<file path="config.mk">
export PLATFORM = sky130hd
export DESIGN_NAME = weight_loader
export DESIGN_NICKNAME = d
export VERILOG_FILES = /design/src/rtl/weight_loader.sv
export SDC_FILE = /design/constraint.sdc
export NUM_CORES = 1
export LEC_CHECK = 0
export ABC_AREA = 1
export BUFFER_PORTS_ARGS = -buffer_cell sky130_fd_sc_hd__buf_2
export CAP_MARGIN = 20
export CORE_MARGIN = 2
export CORE_UTILIZATION = 52
export CTS_CLUSTER_SIZE = 10
export DETAILED_ROUTE_END_ITERATION = 8
export GPL_TIMING_DRIVEN = 0
export PLACE_DENSITY = 0.78
export REMOVE_ABC_BUFFERS = 1
export SETUP_SLACK_MARGIN = 0.2
export SYNTH_ARGS = -nofsm -noshare
export SYNTH_HDL_FRONTEND = slang
export SYNTH_SLANG_ARGS = --single-unit
</file>
<file path="constraint.sdc">
create_clock -name clk -period 1.79 [get_ports clk]
set_clock_uncertainty 0.05 [all_clocks]
set_input_delay 0.0895 -clock clk [delete_from_list [all_inputs] [get_ports clk]]
set_output_delay 0.0895 -clock clk [all_outputs]
set_load 0.02 [all_outputs]
</file>
<file path="src/rtl/weight_loader.sv">
// Packs a kernel/bias word stream into weight memory at the read-side addresses.
// Optional bias phase: define WEIGHT_LOADER_BIAS_EN.
module weight_loader #(
  parameter int N_UNITS = 16,
  parameter int DATA_W  = 16
) (
  input  logic               clk,
  input  logic               rst,
  input  logic               i_start,
  input  logic [15:0]        i_start_addr,
  input  logic [7:0]         i_kernel_size,
  input  logic [N_UNITS-1:0] i_active_units,
  input  logic               i_in_valid,
  output logic               o_in_ready,
  input  logic [DATA_W-1:0]  i_in_data,
  output logic               o_mem_we,
  output logic [15:0]        o_mem_addr,
  output logic [DATA_W-1:0]  o_mem_wdata,
  output logic               o_busy,
  output logic               o_done
);

  typedef enum logic [1:0] {
    IDLE, LOAD_W, LOAD_B, FIN
  } state_t;

  function automatic logic [7:0] popcnt(
    input logic [N_UNITS-1:0] m
  );
    logic [7:0] c;
    c = '0;
    for (int i = 0; i < N_UNITS; i++)
      c = c + 8'(m[i]);
    return c;
  endfunction

  state_t              r_state;
  logic                r_in_ready;
  logic                r_busy;
  logic                r_done;
  logic                r_we;
  logic [15:0]         r_addr;
  logic [DATA_W-1:0]   r_wdata;
  logic [15:0]         r_ptr;
  logic [15:0]         r_wleft;

  logic [7:0]          w_cnt;
  logic [15:0]         w_total;
  logic                w_xfer;

  assign w_cnt   = popcnt(i_active_units);
  assign w_total = 16'(w_cnt) * 16'(i_kernel_size);
  assign w_xfer  = i_in_valid & r_in_ready;

`ifdef WEIGHT_LOADER_BIAS_EN
  localparam int IW = (N_UNITS > 1) ? $clog2(N_UNITS) : 1;

  logic [N_UNITS-1:0]  r_rem;
  logic [15:0]         r_bias_base;
  logic [N_UNITS-1:0]  w_rem_nx;
  logic [IW-1:0]       w_idx;

  // Lowest remaining set bit is the next physical unit to receive a bias.
  always_comb begin
    w_idx = '0;
    for (int i = N_UNITS - 1; i >= 0; i--)
      if (r_rem[i]) w_idx = IW'(i);
  end

  assign w_rem_nx = r_rem & (r_rem - 1'b1);
`endif

  always_ff @(posedge clk or posedge rst) begin
    if (rst) begin
      r_state    <= IDLE;
      r_in_ready <= 1'b0;
      r_busy     <= 1'b0;
      r_done     <= 1'b0;
      r_we       <= 1'b0;
      r_addr     <= '0;
      r_wdata    <= '0;
      r_ptr      <= '0;
      r_wleft    <= '0;
`ifdef WEIGHT_LOADER_BIAS_EN
      r_rem       <= '0;
      r_bias_base <= '0;
`endif
    end else begin
      r_we   <= 1'b0;
      r_done <= 1'b0;
      unique case (r_state)
        IDLE: begin
          if (i_start) begin
            r_ptr   <= i_start_addr;
            r_wleft <= w_total;
            r_busy  <= 1'b1;
`ifdef WEIGHT_LOADER_BIAS_EN
            r_rem       <= i_active_units;
            r_bias_base <= i_start_addr + w_total;
            if (w_total != 16'd0) begin
              r_state    <= LOAD_W;
              r_in_ready <= 1'b1;
            end else if (w_cnt != 8'd0) begin
              r_state    <= LOAD_B;
              r_in_ready <= 1'b1;
            end else begin
              r_state <= FIN;
              r_done  <= 1'b1;
            end
`else
            if (w_total != 16'd0) begin
              r_state    <= LOAD_W;
              r_in_ready <= 1'b1;
            end else begin
              r_state <= FIN;
              r_done  <= 1'b1;
            end
`endif
          end
        end
        LOAD_W: begin
          if (w_xfer) begin
            r_we    <= 1'b1;
            r_addr  <= r_ptr;
            r_wdata <= i_in_data;
            r_ptr   <= r_ptr + 16'd1;
            r_wleft <= r_wleft - 16'd1;
            if (r_wleft == 16'd1) begin
`ifdef WEIGHT_LOADER_BIAS_EN
              r_state <= LOAD_B;
`else
              r_state    <= FIN;
              r_in_ready <= 1'b0;
              r_done     <= 1'b1;
`endif
            end
          end
        end
`ifdef WEIGHT_LOADER_BIAS_EN
        LOAD_B: begin
          if (w_xfer) begin
            r_we    <= 1'b1;
            r_addr  <= r_bias_base + 16'(w_idx);
            r_wdata <= i_in_data;
            r_rem   <= w_rem_nx;
            if (w_rem_nx == '0) begin
              r_state    <= FIN;
              r_in_ready <= 1'b0;
              r_done     <= 1'b1;
            end
          end
        end
`endif
        FIN: begin
          r_state <= IDLE;
          r_busy  <= 1'b0;
        end
        default: begin
          r_state    <= IDLE;
          r_in_ready <= 1'b0;
          r_busy     <= 1'b0;
        end
      endcase
    end
  end

  assign o_in_ready  = r_in_ready;
  assign o_busy      = r_busy;
  assign o_done      = r_done;
  assign o_mem_we    = r_we;
  assign o_mem_addr  = r_addr;
  assign o_mem_wdata = r_wdata;

endmodule

</file>
Yosys cells after proc, flatten, opt, wreduce, memory -nomap -nowiden. Index checks and enable logic that the tools add are counted.

Register bits after elaboration: 70. Bits of input ports: 60. Output and inout bits: 36. Word-level logic and storage cells: 70.

Add/subtract/negate cells: 17. Multipliers: 1. Equal/unequal tests: 7. Mux-type cells: 25. Bitwise logic cells: 3. Reduce and logical (&&, ||, !) cells: 8.

Operators by type and width (number): adder 8 x 1 -> 8 bit (8); 2-to-1 mux 16 bit (4); case mux 16 bit (2 select lines) (2); adder 16 x 1 -> 16 bit (second input constant) (1); == test 16 x 1 -> 1 bit (second input constant) (1); multiplier 8 x 8 -> 16 bit (1); nonzero test 16 bit (1); subtractor 16 x 1 -> 16 bit (second input constant) (1); 2-to-1 mux 1 bit (11); adder 7 x 1 -> 8 bit (1); 2-to-1 mux 2 bit (4); != test 2 bit (second input constant) (4); adder 6 x 1 -> 7 bit (1); adder 5 x 1 -> 6 bit (1); AND reduction 3 bit (2); adder 4 x 1 -> 5 bit (1); AND reduction 5 bit (1); adder 3 x 1 -> 4 bit (1); case mux 1 bit (2 select lines) (2); case mux 2 bit (2 select lines) (1); AND reduction 2 bit (2); adder 2 x 1 -> 3 bit (1); case mux 1 bit (3 select lines) (1); adder 1 x 1 -> 2 bit (1); 6 further kinds (7).

Logic depth before layout (Yosys ltp).
Depth in word-level cells: 20. Gate-level depth with buffers: 36. Mapped depth without buffers: 36.

Least setup slack after synthesis. OpenSTA, ideal clock, no wires.

Path type: input -> register. Start: input i_active_units[5]. End: register r_in_ready, in the netlist o_in_ready. Setup time: 0.122 ns. Arrival time: 6.125 ns. Data required time: 1.618 ns. Path slack: -4.507 ns. Stages: 31. Buffers on the path: 0. Path through: inv_1 > fa_1 > inv_1 > fa_1 > fa_1 > inv_1 > fa_1 > inv_1 > ha_1 > inv_1 > fa_1 > inv_1 > nand2_1 > fa_1 > inv_1 > fa_1 > fa_1 > ha_1 > ha_1 > nand2_1 > inv_1 > nand2_1 > nand2_1 > nand2_1 > nand2_1 > nor2_1 > nand2_2 > nor2_4 > nand3_2 > nand2_1 > a21oi_2.

Longest elaborated chain between the ends: 15.

Ends and longest elaborated chain: start, declared (line 12) `input logic [N_UNITS-1:0] i_active_units,`; adder 5 x 1 -> 6 bit (line 33) `c = c + 8'(m[i]);`; adder 6 x 1 -> 7 bit (line 33); adder 7 x 1 -> 8 bit (line 33); adder 8 x 1 -> 8 bit (8 in series) (line 33); multiplier 8 x 8 -> 16 bit (line 52) `assign w_total = 16'(w_cnt) * 16'(i_kernel_size);`; nonzero test 16 bit (line 111) `if (w_total != 16'd0) begin`; != test 2 bit (no source line); AND reduction 5 bit (no source line); end signal, assigned (line 76) `r_in_ready <= 1'b0;`; end signal, assigned (line 113) `r_in_ready <= 1'b1;`; end signal, assigned (line 133) `r_in_ready <= 1'b0;`; end, declared (line 38) `logic r_in_ready;`.

No other way between the ends. A chain may end at the register's enable or synchronous reset.

Final worst setup path.
Start: input i_active_units[11]. End: register r_done, in the netlist o_done.

Longest elaborated chain between the ends: 10.

Ends and longest elaborated chain: adder 8 x 1 -> 8 bit (5 in series) (line 33); multiplier 8 x 8 -> 16 bit (line 52); nonzero test 16 bit (line 111); 2-to-1 mux 1 bit (line 111); 2-to-1 mux 1 bit (line 93) `if (i_start) begin`; case mux 1 bit (2 select lines) (line 91) `unique case (r_state)`; end signal, assigned (line 90) `r_done <= 1'b0;`; end signal, assigned (line 116) `r_done <= 1'b1;`; end signal, assigned (line 134) `r_done <= 1'b1;`; end, declared (line 40) `logic r_done;`.

No other way between the ends.

==> flow_summary_export.csv <==
group,metric,value,unit
route,avg_wl_per_cell,16.9,um
worst_setup_path,crit-reg2reg-capture,"r_wleft[14]",
global_routing,grt_remaining_overflow,0,
route,route.top_layer_used,"met4",
clock_tree,clk_transition_reported_paths,0.09,ns
synth,synthTopCellsByArea,"dfrtp_1 31%, nand2_1 14%, ha_1 10%",
worst_setup_path,setup.reg_to_reg.worst_slack,-0.19,ns
clock_tree,clkSinkCount,70,
synth,netlist.top_cell.by_area,"dfrtp_1",
die,floorplan.die.height,108,um
final_layout,layout-drive-gt1-share,35.9,%
global_routing,global_route.usage.total,26.3,%
synth,sequential_share_of_the_synthesized_area,31.0,%
synth,number_of_synthesis_warnings,0,
clock_tree,cts_tree,"done",
worst_setup_path,cp_data_arrival_time,6.47,ns
worst_setup_path,crit-reg2reg-launch,"r_wleft[0]",
global_routing,wire_length_of_the_first_global_routing_pass,24500,um
synth,synth.lib_cells_used.distinct,41,
sta,setup_ws,-4.45,ns
status,violations,"setup timing",
flow_run,max_cap_violations,0,
synth,yosys_register_bits,70,
status,status,"finished with violations",
worst_setup_path,worstPathRequired,2.03,ns
worst_setup_path,endpoint_kind,"register",
synth,yosysMostFrequentCell,"nand2_1",
clock_tree,clock_tree.buffer_depth,2,
route,routed_via_density,5.51,
synth,syn-instance-count,760,
sta,slew_violations,0,
worst_setup_path,critical_path_slowest_stage_cell,"fa_1",
min_path,hold_path_class,"in -> reg",
worst_setup_path,ff2ff_path_depth,8,
worst_setup_path,worstSetupEndpoint,"o_done",
route,drt_iter0_markers,465,
clock_tree,cts_max_level,3,
worst_setup_path,timing.critical_path.from,"i_active_units[11]",
synth,synth_top_cell_area_share,31.0,%
die,ios,96,
sta,min_period_over_period,348,%
sta,max_freq,160,MHz
final_layout,synth_to_final_area_change,42.9,%
synth,synth_common_cells,"214 x nand2_1, 125 x inv_1, 70 x dfrtp_1",
synth,dominantRegCellSynth,"dfrtp_1",
sta,setup_viol_count_final,28,
route,dr_wl_met3,1400,um
synth,proportion_of_synthesized_flip_flops_having_asynchronous_set_or_reset,100,%
synth,number_of_flops_mapped_to_enable_cells_by_yosys,0,
sta,grt_setup_unrepaired,"true",
sta,hold_ws,0.0141,ns
clock_tree,cts_buffers,9,
die,row_count,38,
synth,netlist_area,0.00565,sq mm
route,detail_route.wirelength.met1,6660,um
clock_tree,cts.root.buffer_cell,"clkbuf_8",
global_routing,grt_antenna_before_repair,0,
die,chipWidth,108,um
worst_setup_path,timing.critical_path.mode_cell,"fa_1",
die,start_util,52.8,%
sta,max-slew-margin-rel,42.7,%
place,place_hpwl,8740,um
sta,finalCriticalPeriod,6.24,ns
route,detailroute.wirelength.met2,9480,um
die,design.core.area,0.0107,sq mm
place,buffer_ports.inserted,95,
route,antenna_violating_nets_left,0,
die,dieArea,0.0117,sq mm
sta,timing_worst_slew_pin_value,0.860,ns
worst_setup_path,critPathMaxStageDelay,0.55,ns
worst_setup_path,worstSetupPathType,"in -> reg",
global_routing,grt_start_max_net_pins,71,
worst_setup_path,setup.worst_path.start_class,"input port",
clock_tree,clock_latency_of_the_later_clocked_register_in_the_worst_skew_pair,0.37,ns
place,place.gp.congestion,0.899,
final_layout,finalNetCount,1080,
route,remaining_drc_errors,0,
global_routing,first_global_vias,5469,
route,vias,6019,
route,initial_drt_pass_iterations,5,
final_layout,antennaDiodeCount,0,
synth,postSynthAreaPerCell,7.43,sq um
worst_setup_path,critPathMaxFanout,5,
sta,finalHoldViolations,0,
route,wl_final,18400,um
==> sequential cells by signal, indices dropped and copies added (netlist names) <==
signal and cells:
o_mem_addr 16, o_mem_wdata 16, r_ptr 16, r_wleft 16, r_state 2, o_busy 1
o_done 1, o_in_ready 1, o_mem_we 1
==> stage by stage <==
stage	TNS [ns]	instances	util [%]	area (sq um)	worst slack, ns
4_1_cts	-64.37	1040	67.5	7220	-4.25
3_3_place_gp	-236.32	975	57.9	6190	-5.03
2_1_floorplan	-121.98	740	-	5540	-4.51
5_1_grt	-71.93	1092	75.4	8070	-4.64
6_report	-67.69	1092	75.4	8070	-4.45
3_5_place_dp	-143.17	976	58.0	6210	-5.06
==> worst min path at each step <==
stage,from,endpoint,slack [ns],cells after the start
floorplan,i_in_data[0],o_mem_wdata[0],0.15,2
global placement,i_in_data[13],o_mem_wdata[13],0.23,3
detailed placement,i_in_data[5],o_mem_wdata[5],0.24,3
CTS,i_start_addr[13],r_ptr[13],0.002,3
global route,i_start_addr[13],r_ptr[13],0.009,3
finish,i_start_addr[13],r_ptr[13],0.01,3
==> worst max-delay path: cells and delay by family <==
kind / cells / cell delay (ns)
fa+ha+maj: 11 / 4.57
buf+inv: 10 / 0.62
simple gates: 10 / 0.97
compound gates: 2 / 0.24
==> cell usage in the layout (no fill, tap or decap), drive strengths merged, types with 5 or more instances in the layout <==
cell type / synthesis / routed
a21oi: 25 / 25
a31oi: 6 / 6
buf: 16 / 158
clkbuf: 4 / 13
clkinv: 0 / 8
dfrtp: 70 / 70
dlygate4sd3: 0 / 27
fa: 28 / 28
ha: 45 / 45
inv: 133 / 132
nand2: 220 / 220
nand3: 31 / 35
nand4: 8 / 8
nor2: 70 / 72
nor3: 11 / 11
o211ai: 5 / 5
o21ai: 62 / 62
o22ai: 5 / 5
==> metal layers <==
metal / vias up / track usage [%]
met4: 0 / 9.07
met1: 2804 / 29.7
met3: 86 / 4.40
li1: 2786 / -
met5: - / 0
met2: 343 / 49.6
==> timing repair <==
action | 4_1_cts | 5_1_grt
pin swaps | 52 | 56
resized for setup | 105 | 107
buffers inserted | 17 | 45
endpoints found under the hold margin | 96 | 1
hold buffers | 26 | 1
endpoints found under the setup margin | 69 | 58
gates cloned | 5 | 6
==> logic make-up (layout without fill, tap and decap cells) <==
| family | after synthesis | in the layout | synth area share [%] |
|---|---|---|---|
| flops | 70 | 70 | 31.0 |
| compound gates | 112 | 112 | 11.1 |
| simple gates | 347 | 353 | 26.4 |
| buf+inv | 153 | 339 | 10.8 |
| xor+xnor | 5 | 5 | 0.775 |
| fa+ha+maj | 73 | 73 | 19.9 |
==> cell type report <==
type / instances / area (sq um)
clock buffer: 12 / 145
inverter: 133 / 574
clock inverter: 4 / 22.5
timing repair inverter: 4 / 55.1
fill: 692 / 2630
multi-input combinational: 543 / 3950
sequential: 70 / 1750
tap: 140 / 175
timing repair buffer: 186 / 1390
Power is not shown: default switching activity piles up to over one toggle a cycle in this logic, so the estimate is an artifact.
